--- config.mk ---
export PLATFORM = sky130hd
export DESIGN_NAME = missile_flight_controller
export DESIGN_NICKNAME = d
export VERILOG_FILES = /design/src/rtl/battle_pkg.sv /design/src/rtl/missile_step.sv /design/src/rtl/missile_flight_controller.sv
export SDC_FILE = /design/constraint.sdc
export NUM_CORES = 1
export LEC_CHECK = 0
export CORE_UTILIZATION = 30
export CTS_CLUSTER_SIZE = 16
export DETAILED_ROUTE_END_ITERATION = 7
export PLACE_DENSITY = 0.52
export REMOVE_ABC_BUFFERS = 1
export SKIP_LAST_GASP = 1
export SLEW_MARGIN = 10
export SYNTH_ARGS = -nofsm -noshare
export SYNTH_HDL_FRONTEND = slang
export SYNTH_HIERARCHICAL = 1
export SYNTH_SLANG_ARGS = --single-unit
--- constraint.sdc ---
create_clock -name clk -period 4.46 [get_ports clk]
set_clock_uncertainty 0.15 [all_clocks]
set_input_delay 0.669 -clock clk [delete_from_list [all_inputs] [get_ports clk]]
set_output_delay 0.669 -clock clk [all_outputs]
set_load 0.005 [all_outputs]
--- src/rtl/battle_pkg.sv ---
// Shared types and screen geometry for the tank battle game.
package battle_pkg;

  typedef enum logic [1:0] {
    UP    = 2'd0,
    RIGHT = 2'd1,
    DOWN  = 2'd2,
    LEFT  = 2'd3
  } dir_t;

  typedef enum logic [1:0] {
    IDLE,
    FLYING,
    EXPLODE,
    COOLDOWN
  } missile_state_t;

  localparam int SCREEN_W = 640;
  localparam int SCREEN_H = 480;

  function automatic int max2(input int a, input int b);
    return (a > b) ? a : b;
  endfunction

endpackage

--- src/rtl/missile_step.sv ---
// Moves a point by `step` pixels along `dir` and flags a missile square that would leave the screen.
module missile_step #(
  parameter int MISSILE_SIZE = 8,
  parameter int SCREEN_W     = battle_pkg::SCREEN_W,
  parameter int SCREEN_H     = battle_pkg::SCREEN_H,
  parameter int STEP_W       = 6
) (
  input  logic signed [11:0]       pos_x,
  input  logic signed [11:0]       pos_y,
  input  logic        [1:0]        dir,
  input  logic        [STEP_W-1:0] step,
  output logic signed [11:0]       next_x,
  output logic signed [11:0]       next_y,
  output logic                     out_of_bounds
);
  import battle_pkg::*;

  localparam logic signed [12:0] MAX_X = 13'(SCREEN_W - MISSILE_SIZE);
  localparam logic signed [12:0] MAX_Y = 13'(SCREEN_H - MISSILE_SIZE);

  // One spare bit so a step past the 12-bit range still reads as off screen.
  logic signed [12:0] nx;
  logic signed [12:0] ny;
  logic signed [12:0] step_s;

  assign step_s = 13'(step);

  always_comb begin
    nx = {pos_x[11], pos_x};
    ny = {pos_y[11], pos_y};
    case (dir_t'(dir))
      UP:    ny = ny - step_s;
      DOWN:  ny = ny + step_s;
      LEFT:  nx = nx - step_s;
      RIGHT: nx = nx + step_s;
    endcase
  end

  assign next_x        = nx[11:0];
  assign next_y        = ny[11:0];
  assign out_of_bounds = nx[12] | ny[12] | (nx > MAX_X) | (ny > MAX_Y);

endmodule

--- src/rtl/missile_flight_controller.sv ---
// Sequences one tank missile: launch, per-frame flight, explosion, cooldown.
module missile_flight_controller #(
  parameter int MISSILE_SIZE    = 8,
  parameter int TANK_SIZE       = 32,
  parameter int SPEED           = 4,
  parameter int SCREEN_W        = battle_pkg::SCREEN_W,
  parameter int SCREEN_H        = battle_pkg::SCREEN_H,
  parameter int EXPLODE_FRAMES  = 8,
  parameter int COOLDOWN_FRAMES = 16
) (
  input  logic        clk,
  input  logic        reset,
  input  logic        startOfFrame,
  input  logic        fireReq,
  input  logic [10:0] tankTopLeftX,
  input  logic [10:0] tankTopLeftY,
  input  logic [1:0]  tankDir,
  input  logic        collision,
  output logic        fireAck,
  output logic        missileActive,
  output logic        explodeActive,
  output logic [10:0] topLeftX,
  output logic [10:0] topLeftY,
  output logic [1:0]  dir
);
  import battle_pkg::*;

  localparam int CENTRE_OFF = (TANK_SIZE - MISSILE_SIZE) / 2;
  // From the tank centre line, the facing edge is this far away in every direction.
  localparam int LAUNCH_OFF = (TANK_SIZE + MISSILE_SIZE) / 2;
  localparam int STEP_W     = $clog2(max2(LAUNCH_OFF, SPEED) + 1);
  localparam int CNT_W      = $clog2(max2(EXPLODE_FRAMES, COOLDOWN_FRAMES) + 1);

  missile_state_t     state;
  logic [CNT_W-1:0]   frame_cnt;
  logic signed [11:0] pos_x;
  logic signed [11:0] pos_y;
  dir_t               dir_q;

  logic signed [11:0] ctr_x, ctr_y;
  logic signed [11:0] launch_x, launch_y, fly_x, fly_y;
  logic               launch_oob, fly_oob;

  assign ctr_x = 12'({1'b0, tankTopLeftX} + 12'(CENTRE_OFF));
  assign ctr_y = 12'({1'b0, tankTopLeftY} + 12'(CENTRE_OFF));

  missile_step #(
    .MISSILE_SIZE(MISSILE_SIZE),
    .SCREEN_W    (SCREEN_W),
    .SCREEN_H    (SCREEN_H),
    .STEP_W      (STEP_W)
  ) u_launch (
    .pos_x        (ctr_x),
    .pos_y        (ctr_y),
    .dir          (tankDir),
    .step         (STEP_W'(LAUNCH_OFF)),
    .next_x       (launch_x),
    .next_y       (launch_y),
    .out_of_bounds(launch_oob)
  );

  missile_step #(
    .MISSILE_SIZE(MISSILE_SIZE),
    .SCREEN_W    (SCREEN_W),
    .SCREEN_H    (SCREEN_H),
    .STEP_W      (STEP_W)
  ) u_fly (
    .pos_x        (pos_x),
    .pos_y        (pos_y),
    .dir          (dir_q),
    .step         (STEP_W'(SPEED)),
    .next_x       (fly_x),
    .next_y       (fly_y),
    .out_of_bounds(fly_oob)
  );

  always_ff @(posedge clk or posedge reset) begin
    if (reset) begin
      state         <= IDLE;
      frame_cnt     <= '0;
      pos_x         <= '0;
      pos_y         <= '0;
      dir_q         <= UP;
      fireAck       <= 1'b0;
      missileActive <= 1'b0;
      explodeActive <= 1'b0;
    end else begin
      fireAck <= 1'b0;
      unique case (state)
        IDLE: begin
          if (fireReq && !launch_oob) begin
            state         <= FLYING;
            frame_cnt     <= '0;
            pos_x         <= launch_x;
            pos_y         <= launch_y;
            dir_q         <= dir_t'(tankDir);
            fireAck       <= 1'b1;
            missileActive <= 1'b1;
          end
        end
        FLYING: begin
          // A hit outranks the frame move; leaving the screen keeps the last in-bounds spot.
          if (collision || (startOfFrame && fly_oob)) begin
            state         <= EXPLODE;
            frame_cnt     <= '0;
            missileActive <= 1'b0;
            explodeActive <= 1'b1;
          end else if (startOfFrame) begin
            pos_x <= fly_x;
            pos_y <= fly_y;
          end
        end
        EXPLODE: begin
          if (startOfFrame) begin
            if (frame_cnt == CNT_W'(EXPLODE_FRAMES - 1)) begin
              state         <= COOLDOWN;
              frame_cnt     <= '0;
              explodeActive <= 1'b0;
            end else begin
              frame_cnt <= frame_cnt + 1'b1;
            end
          end
        end
        COOLDOWN: begin
          if (startOfFrame) begin
            if (frame_cnt == CNT_W'(COOLDOWN_FRAMES - 1)) begin
              state     <= IDLE;
              frame_cnt <= '0;
            end else begin
              frame_cnt <= frame_cnt + 1'b1;
            end
          end
        end
      endcase
    end
  end

  assign topLeftX = pos_x[10:0];
  assign topLeftY = pos_y[10:0];
  assign dir      = dir_q;

endmodule

==> results.py, run 1 <==
metrics = {
    "status": {
        "outcome": "finished, violations left",
        "violations": "setup timing",
    },
    "setup_path": {
        "path_cells": "buf_8 -> and2b_2 -> mux2_4 -> ha_4 -> nand2_4 -> o211ai_1 -> maj3_2 -> o2111ai_4 -> mux2i_1 -> a2111o_1 -> a41o_1 -> a2111o_1 -> or4_4 -> nand2b_4 -> a221oi_4 -> nand2_2 -> mux2_4",
        "crit_path_start": "tankDir[0]",
        "reg2reg_from": "dir[1]",
        "critical_path.max_fanout": 4,
        "crit_arrival_ps": 4810,
        "cp_num_cells": 17,
        "cpMaxStageDelayCell": "or4_4",
        "cp_num_buf_inv": 1,
        "rrSetupSlack_ps": -180,
        "cpLargestDelayFamily": "compound AO/OA/AOI/OAI gates",
        "start_kind": "input port",
        "crit_required_ps": 4480,
        "end_kind": "register",
        "crit_end": "state[1]",
        "critPathMaxStageDelay_ps": 450,
        "rr_endpoint": "pos_x[5]",
        "critical_path_class": "in2reg",
        "r2r_cells": 19,
    },
    "sta": {
        "max-slew-margin-rel_pct": 65.7,
        "period_share_pct": 107,
        "drv_slew": 0,
        "post-route-min-period_ps": 4790,
        "worstMarginPinSlew_ps": 514,
        "rsz0062_at_grt": "true",
        "final_hold_viol_count": 0,
        "fmax_ghz": 0.209,
        "setup_slack_ps": -327,
        "fin_hold_ws_ps": 376,
        "setup_viol": 34,
    },
    "yosys": {
        "synth-seq-cells": 36,
        "postSynthCellCount": 742,
        "ys_seq_area_share_pct": 15.3,
        "yosysWarnings": 6,
        "synthFlopType": "dfrtp_1",
        "postSynthAreaPerCell_sq_um": 7.93,
        "netlist_area_sq_um": 5890,
        "synth_edf_count": 0,
        "async_flop_share_pct": 100,
        "synth_cell_type_count": 86,
    },
    "cts": {
        "cts-hold-fix-buffers": 0,
        "clk_pin_slew_ps": 60,
        "clock_latency_ps": 290,
        "cts_root_buf": "clkbuf_16",
        "cts_tree": "yes",
        "cts.sinks": 36,
        "cts_inserted_buffers": 5,
        "htree_levels": 2,
        "clk_path_buf_depth": 2,
    },
    "route": {
        "wire_per_inst_um": 14.5,
        "firstDrtPassIters": 4,
        "num_vias": 5979,
        "drc": 0,
        "post_drt_via_cell_ratio": 4.96,
        "ant_nets": 0,
        "routed_wl_um": 17400,
        "drt_iter0_markers": 228,
    },
    "power_and_ir_drop": {
        "p_per_area_nw_per_um2": 568,
        "p_leak_nw": 3.63,
        "max-vdd-ir-drop_mv": 0.205,
    },
    "finish": {
        "nets": 1030,
        "final_common_cell": "buf_4",
        "diodes": 0,
        "utilization_pct": 44.9,
        "syn_to_final_growth_pct": 44.6,
        "nFillCells": 1907,
        "drive_gt1_share_pct": 32.3,
        "final_cell_mix": "145 x buf_4, 52 x nand2_1, 49 x nor2_1",
    },
    "floorplan": {
        "dieArea_sq_um": 20200,
        "dieHeight_um": 142,
        "die_x_um": 142,
        "rows": 50,
        "core_area_sq_um": 19000,
        "initial_core_util_pct": 31.0,
        "num_io_pins": 56,
    },
    "place": {
        "place_hpwl_um": 13100,
        "place_ws_ps": -1240,
        "gp_congestion": 0.836,
        "io_buffers": 55,
    },
    "global_route": {
        "grt_pass1_wl_um": 26900,
        "grt-ovfl-total": 0,
        "grt_max_degree": 49,
        "grt_pass1_vias": 5547,
        "grt.total_usage_pct": 16.5,
        "antenna_found_initial": 0,
    },
    "hold_path": {
        "hold_path.class": "reg2reg",
    },
    "run": {
        "maxCapViolCount": 0,
    },
}
## Yosys cell counts (all sizes together), types with 8 or more instances
cell type	n	area [sq um]
nand2	57	214
a31oi	11	83.8
a211oi	10	75.1
o21ai	45	225
xnor2	32	280
nor2	77	289
clkbuf	11	41.3
mux2i	29	290
nand3	13	65.1
buf	40	312
mux2	21	236
a21o	15	113
xor2	22	193
inv	36	135
a21oi	58	309
nor2b	8	50.1
nor3	19	118
ha	53	663
and3	8	50.1
o31ai	8	70.1
dfrtp	36	901
## what timing repair did
item                                    CTS  global route
gates cloned                              0             6
pin swaps                                26            29
endpoints found under the setup margin   35            35
gates resized for setup                  50           110
buffers inserted                         12             4
## layer usage
layer / vias to the layer above / global-route usage [%] / share of wire (%)
met2: 108 / 28.1 / 49
met4: 0 / 4.24 / 1.4
met1: 2793 / 22.3 / 47
met5: - / 0 / 0
li1: 3063 / - / -
met3: 15 / 1.48 / 2.9
## metrics by stage
step	TNS [ps]	cells	power (W)	instance area, sq um
after detailed placement	-36870	1176	0.00376	7570
after global placement	-35000	1176	0.00375	7570
final	-8790	1205	0.00484	8510
after CTS	-10130	1195	0.00428	7970
after global routing	-13580	1205	0.00523	8510
after floorplan	-23890	726	0.00271	5660
## flip-flops by register name (all words and copies together) (netlist names)
register / flops
pos_y: 12
frame_cnt: 5
explodeActive: 1
missileActive: 1
fireAck: 1
pos_x: 12
state: 2
dir: 2
## report_power, final
part | switching (W) | leakage (nW) | internal (W)
Combinational | 0.00184 | 3.13 | 0.00184
Sequential | 0.000272 | 0.422 | 0.000471
Clock | 0.000156 | 0.0798 | 0.000263
## final cells by class
cell class / count / area [sq um] / area share [%]
inverters: 36 / 135 / 1.59
well taps: 260 / 325 / 3.82
clock buffers: 5 / 125 / 1.47
clock inverters: 3 / 42.5 / 0.500
repair buffers: 211 / 1830 / 21.5
multi-input cells: 654 / 5150 / 60.5
flip-flops and latches: 36 / 901 / 10.6
## kinds of logic after synthesis
group / count (synthesis) / share of synthesized area [%]
buffers and inverters: 87 / 8.29
AOI/OAI and AO/OA: 220 / 26.5
xor gates and xnor gates: 54 / 8.04
other: 2 / 0.128
muxes: 50 / 8.95
adders and majority gates: 61 / 13.3
and+or+nand+nor: 232 / 19.4
DFF: 36 / 15.3
## worst min path at each step
stage | slack [ps] | from | end | cells past startpoint
CTS | 370 | frame_cnt[1] | frame_cnt[1] | 2
global route | 390 | frame_cnt[1] | frame_cnt[1] | 2
global placement | 350 | frame_cnt[1] | frame_cnt[1] | 2
floorplan | 330 | frame_cnt[1] | frame_cnt[1] | 2
detailed placement | 350 | frame_cnt[1] | frame_cnt[1] | 2
finish | 380 | frame_cnt[1] | frame_cnt[1] | 2
## worst reg2reg max path: cells and delay by family (launching register included)
family	cells	cell delay, ps
AOI/OAI and AO/OA	7	1840
xor gates and xnor gates	1	150
adders and majority gates	1	230
buffers and inverters	3	510
DFF	1	370
and+or+nand+nor	7	1300
Note: power is estimated with default switching activity, not from simulation.
==> run 2, diff against run 1 <==
--- a/config.mk
+++ b/config.mk
@@ -7,4 +7,5 @@
 export LEC_CHECK = 0
 export CORE_UTILIZATION = 30
+export CTS_BUF_LIST = sky130_fd_sc_hd__clkbuf_4
 export CTS_CLUSTER_SIZE = 16
 export DETAILED_ROUTE_END_ITERATION = 7
--- a/constraint.sdc
+++ b/constraint.sdc
@@ -3,3 +3,3 @@
 set_input_delay 0.669 -clock clk [delete_from_list [all_inputs] [get_ports clk]]
 set_output_delay 0.669 -clock clk [all_outputs]
-set_load 0.005 [all_outputs]
+set_load 0.02 [all_outputs]
==> results.py, run 2 (synthesis gave the netlist of run 1 again) <==
metrics = {
    "status": {
        "outcome": "finished, violations left",
        "violations": "setup timing",
    },
    "setup_path": {
        "cpMaxStageDelayCell": "or4_4",
        "critPathMaxStageDelay_ps": 450,
        "path_cells": "buf_8 -> and2b_2 -> mux2_4 -> ha_4 -> nand2_4 -> o211ai_1 -> maj3_2 -> o2111ai_4 -> mux2i_1 -> a2111o_1 -> a41o_1 -> a2111o_1 -> or4_4 -> nand3b_1 -> a22oi_4 -> buf_6 -> buf_6 -> clkbuf_16 -> a21oi_1",
        "critical_path.max_fanout": 6,
        "cpLargestDelayFamily": "compound AO/OA/AOI/OAI gates",
        "crit_required_ps": 4570,
        "cp_num_buf_inv": 4,
        "crit_arrival_ps": 4850,
        "critical_path_class": "in2reg",
        "end_kind": "register",
        "start_kind": "input port",
    },
    "global_route": {
        "grt.total_usage_pct": 17.5,
        "grt-ovfl-total": 0,
        "grt_pass1_vias": 5712,
        "grt_max_degree": 41,
        "grt_pass1_wl_um": 28300,
        "antenna_found_initial": 1,
    },
    "sta": {
        "post-route-min-period_ps": 4730,
        "finalSetupTns_ps": -7150,
        "worstMarginPinSlew_ps": 525,
        "final_hold_viol_count": 0,
        "fin_hold_ws_ps": 392,
        "drv_slew": 0,
        "setup_viol": 31,
        "setup_slack_ps": -272,
        "rsz0062_at_grt": "true",
        "period_share_pct": 106,
        "fmax_ghz": 0.211,
        "max-slew-margin-rel_pct": 65.0,
    },
    "cts": {
        "cts-hold-fix-buffers": 0,
        "cts_tree": "yes",
        "cts_root_buf": "clkbuf_4",
        "htree_levels": 2,
        "cts_inserted_buffers": 5,
        "cts.sinks": 36,
        "clk_path_buf_depth": 2,
        "clock_latency_ps": 370,
        "clk_pin_slew_ps": 130,
    },
    "place": {
        "place_area_sq_um": 7570,
        "dpl.cell_count": 1176,
        "gp_congestion": 0.836,
        "io_buffers": 55,
        "place_hpwl_um": 13100,
    },
    "floorplan": {
        "dieArea_sq_um": 20200,
        "die_x_um": 142,
        "core_area_sq_um": 19000,
        "rows": 50,
        "dieHeight_um": 142,
        "num_io_pins": 56,
        "initial_core_util_pct": 31.0,
    },
    "finish": {
        "drive_gt1_share_pct": 29.7,
        "nets": 1035,
        "postLayoutCellArea_sq_um": 8330,
        "multi_input_area_sq_um": 4960,
        "utilization_pct": 43.9,
        "final_common_cell": "buf_4",
        "final_cell_mix": "147 x buf_4, 71 x nor2_1, 52 x nand2_1",
        "reg_top3": "pos_x x12, pos_y x12, frame_cnt x5",
        "final_cells": 1211,
        "area.sequential_sq_um": 901,
        "nFillCells": 1936,
        "syn_to_final_growth_pct": 41.5,
    },
    "power_and_ir_drop": {
        "p_sw_share_pct": 48.4,
        "p_leak_nw": 3.61,
        "intPower_w": 0.00243,
        "pwr-share-clk_pct": 5.5,
        "pwr-share-seq_pct": 14.7,
        "combPwrFrac_pct": 79.9,
        "switching_power_w": 0.00228,
        "p_per_area_nw_per_um2": 565,
        "max-vdd-ir-drop_mv": 0.209,
    },
    "route": {
        "firstDrtPassIters": 5,
        "wire_per_inst_um": 14.5,
        "routed_wl_um": 17600,
        "drt_iter0_markers": 212,
        "num_vias": 5984,
        "ant_nets": 0,
        "drc": 0,
        "post_drt_via_cell_ratio": 4.94,
    },
    "run": {
        "maxCapViolCount": 0,
    },
    "hold_path": {
        "hold_path.class": "reg2reg",
    },
}
[run 2: cell types whose count changed in the layout (fill, tap and decap cells not counted), sizes merged]
cell	delta
clkbuf	-2
diode	+1
buf	+7
[run 2: metrics by stage]
stage	setup WS [ps]	power, W
6_report	-272	0.00470
2_1_floorplan	-999	0.00283
3_5_place_dp	-1240	0.00389
5_1_grt	-403	0.00508
3_3_place_gp	-1200	0.00388
4_1_cts	-291	0.00453
[run 2: worst paths after layout]
path	start	to	slack, ps	depth (start not counted)
min reg2reg	frame_cnt[1]	frame_cnt[1]	390	2
min in group asynchronous	reset	fireAck	560	3
max	tankDir[0]	pos_y[11]	-270	19
min	frame_cnt[1]	frame_cnt[1]	390	2
max in group asynchronous	reset	pos_y[1]	3230	3
max reg2reg	dir[1]	pos_y[11]	-190	19
[run 2: worst register-to-register path, stage by stage, from the launching register on]
cell and delay, ps:
dfrtp_1 400, nor2b_1 150, buf_4 130, nor2_1 120, xor2_1 220, ha_1 280, and3_1 180, a2111o_1 410
a21o_1 210, a21bo_4 230, a31oi_4 180, xnor2_1 120, a2111oi_2 350, nand4_1 220, or3b_4 450, a22oi_4 260
buf_6 150, buf_6 120, clkbuf_16 140, a21oi_1 60
[run 2: cell type report]
class / instances / area share [%]
multi-input combinational: 654 / 59.6
timing repair buffer: 216 / 23.0
sequential: 36 / 10.8
tap: 260 / 3.91
inverter: 36 / 1.62
clock inverter: 3 / 0.511
clock buffer: 5 / 0.451
antenna: 1 / 0.0301
[run 2: per-layer routing]
metal	global-route usage, %	part of all wire [%]	vias to the layer above
met5	0	0	-
met2	30.7	48	103
met4	4.58	1.9	0
met3	1.38	2.2	21
met1	23.1	48	2786
li1	-	-	3074
[run 2: power groups by stage]
| stage | Sequential [W] | Clock, W | Combinational (W) |
|---|---|---|---|
| 2_1_floorplan | 0.000781 | 0 | 0.00205 |
| 3_3_place_gp | 0.000693 | 0 | 0.00318 |
| 3_5_place_dp | 0.000691 | 0 | 0.00320 |
| 4_1_cts | 0.000687 | 0.000269 | 0.00357 |
| 5_1_grt | 0.000711 | 0.000279 | 0.00409 |
| 6_report | 0.000690 | 0.000257 | 0.00376 |
[run 2: repair_timing]
item | in CTS | in global routing
pin swaps | 26 | 34
resized for setup | 63 | 51
buffers inserted | 17 | 4
setup endpoints to repair | 35 | 35
gates cloned | 5 | 1
==> run 3, diff against run 2 <==
Clock period 4.46 ns to 3.81 ns, I/O delays scaled along.
==> results.py, run 3 (synthesis gave the netlist of run 1 again) <==
metrics = {
    "status": {
        "outcome": "finished, violations left",
        "violations": "setup timing",
    },
    "setup_path": {
        "crit_arrival_ps": 4700,
        "critical_path.max_fanout": 3,
        "crit_required_ps": 3920,
        "path_cells": "buf_8 -> and2b_2 -> mux2_4 -> ha_4 -> nand2_2 -> buf_4 -> buf_4 -> buf_4 -> buf_4 -> o211ai_1 -> o2bb2ai_1 -> o311a_1 -> a311o_1 -> a2111o_1 -> or4_4 -> nand2b_4 -> a221oi_4 -> nand2_2 -> mux2_4",
        "r2r_cells": 21,
        "rrSetupSlack_ps": -600,
        "crit_top_cell": "buf_4",
        "rr_endpoint": "frame_cnt[2]",
        "end_kind": "register",
        "cp_num_buf_inv": 5,
        "critical_path_class": "in2reg",
        "cpLargestDelayFamily": "compound AO/OA/AOI/OAI gates",
        "start_kind": "input port",
        "critPathMaxStageDelay_ps": 450,
        "cpMaxStageDelayCell": "or4_4",
        "reg2reg_from": "dir[0]",
    },
    "floorplan": {
        "die_x_um": 142,
        "initial_core_util_pct": 31.0,
        "dieHeight_um": 142,
        "core_area_sq_um": 19000,
        "dieArea_sq_um": 20200,
        "rows": 50,
        "num_io_pins": 56,
    },
    "cts": {
        "cts-hold-fix-buffers": 0,
        "cts_root_buf": "clkbuf_4",
        "cts_tree": "yes",
        "clock_latency_ps": 370,
        "cts_inserted_buffers": 5,
        "clk_path_buf_depth": 2,
        "cts.sinks": 36,
        "htree_levels": 2,
        "clk_pin_slew_ps": 120,
    },
    "global_route": {
        "antenna_found_initial": 1,
        "grt.total_usage_pct": 17.4,
        "grt_pass1_wl_um": 28500,
        "grt_max_degree": 41,
        "grt-ovfl-total": 0,
        "grt_pass1_vias": 5912,
    },
    "hold_path": {
        "min_from": "frame_cnt[0]",
        "hold_depth": 1,
        "hold_path.class": "reg2reg",
        "min_to": "frame_cnt[0]",
    },
    "sta": {
        "period_share_pct": 121,
        "setup_slack_ps": -782,
        "final_hold_viol_count": 0,
        "rsz0062_at_grt": "true",
        "drv_slew": 0,
        "setup_viol": 36,
        "worstMarginPinSlew_ps": 515,
        "fmax_ghz": 0.218,
        "post-route-min-period_ps": 4590,
        "max-slew-margin-rel_pct": 65.6,
        "finalSetupTns_ps": -23370,
    },
    "finish": {
        "reg_top3": "pos_x x12, pos_y x12, frame_cnt x5",
        "syn_to_final_growth_pct": 49.4,
        "final_cell_mix": "215 x buf_4, 72 x nor2_1, 51 x nand2_1",
        "drive_gt1_share_pct": 34.1,
        "final_common_cell": "buf_4",
        "final_cells": 1276,
        "nets": 1101,
        "utilization_pct": 46.4,
    },
    "power_and_ir_drop": {
        "p_leak_nw": 3.91,
        "p_per_area_nw_per_um2": 664,
        "max-vdd-ir-drop_mv": 0.315,
    },
    "place": {
        "io_buffers": 55,
        "dpl.cell_count": 1238,
        "gp_congestion": 0.868,
        "place_ws_ps": -1740,
        "place_hpwl_um": 13500,
    },
    "route": {
        "drc": 0,
        "post_drt_via_cell_ratio": 4.81,
        "num_vias": 6138,
        "routed_wl_um": 17700,
        "wire_per_inst_um": 13.9,
        "drt_iter0_markers": 218,
        "firstDrtPassIters": 4,
        "ant_nets": 0,
    },
    "run": {
        "maxCapViolCount": 0,
    },
}
## run 3: cell count changes in the layout (fill, tap and decap cells not counted), moves of 3 or more
| cell | previous run | this run |
|---|---|---|
| buf_4 | 147 | 215 |
| o21ai_1 | 9 | 14 |
| dlygate4sd2_1 | 2 | 5 |
| buf_16 | 5 | 0 |
| o21ai_0 | 34 | 30 |
| a21oi_2 | 22 | 11 |
| a21oi_1 | 36 | 47 |
## run 3: area by class of cell
| class | count | area, sq um |
|---|---|---|
| diodes | 1 | 2.50 |
| clock buffers | 5 | 37.5 |
| clock inverters | 2 | 12.5 |
| fillers | 1909 | 10200 |
| inverters | 36 | 135 |
| multi-input cells | 654 | 5040 |
| flip-flops and latches | 36 | 901 |
| well taps | 260 | 325 |
| repair buffers | 282 | 2340 |
## run 3: how the worst max path moves through the flow
stage	start	endpoint	depth (start not counted)
floorplan	dir[0]	pos_x[3]	16
global placement	tankDir[0]	state[1]	17
detailed placement	tankDir[0]	state[1]	17
CTS	tankDir[0]	state[1]	18
global route	tankTopLeftY[2]	state[1]	19
finish	tankDir[0]	state[1]	19
## run 3: what timing repair did
action	CTS	global route
resized for setup	75	44
setup buffers	20	10
pin swaps	41	43
setup endpoints to repair	36	36
gates cloned	0	2
## run 3: power by group
group          internal [W]  switching, W  leakage [nW]
clock             0.0000675      0.000155        0.0271
combinational       0.00250       0.00237          3.46
sequential         0.000551      0.000201         0.422
total               0.00312       0.00273          3.91
## run 3: routing by layer
layer  track usage (%)  share of wire [%]  up-vias
met4              4.30                1.4        0
met5                 0                  0        -
met1              23.0                 48     2824
met3              1.38                2.2       14
li1                  -                  -     3213
met2              30.6                 49       87
## run 3: metrics by stage
stage | total power (W) | hold WS [ps] | area [sq um]
2_1_floorplan | 0.00332 | 326 | 5660
3_3_place_gp | 0.00501 | 356 | 8030
3_5_place_dp | 0.00502 | 362 | 8030
4_1_cts | 0.00552 | 371 | 8470
5_1_grt | 0.00635 | 385 | 8790
6_report | 0.00584 | 373 | 8790
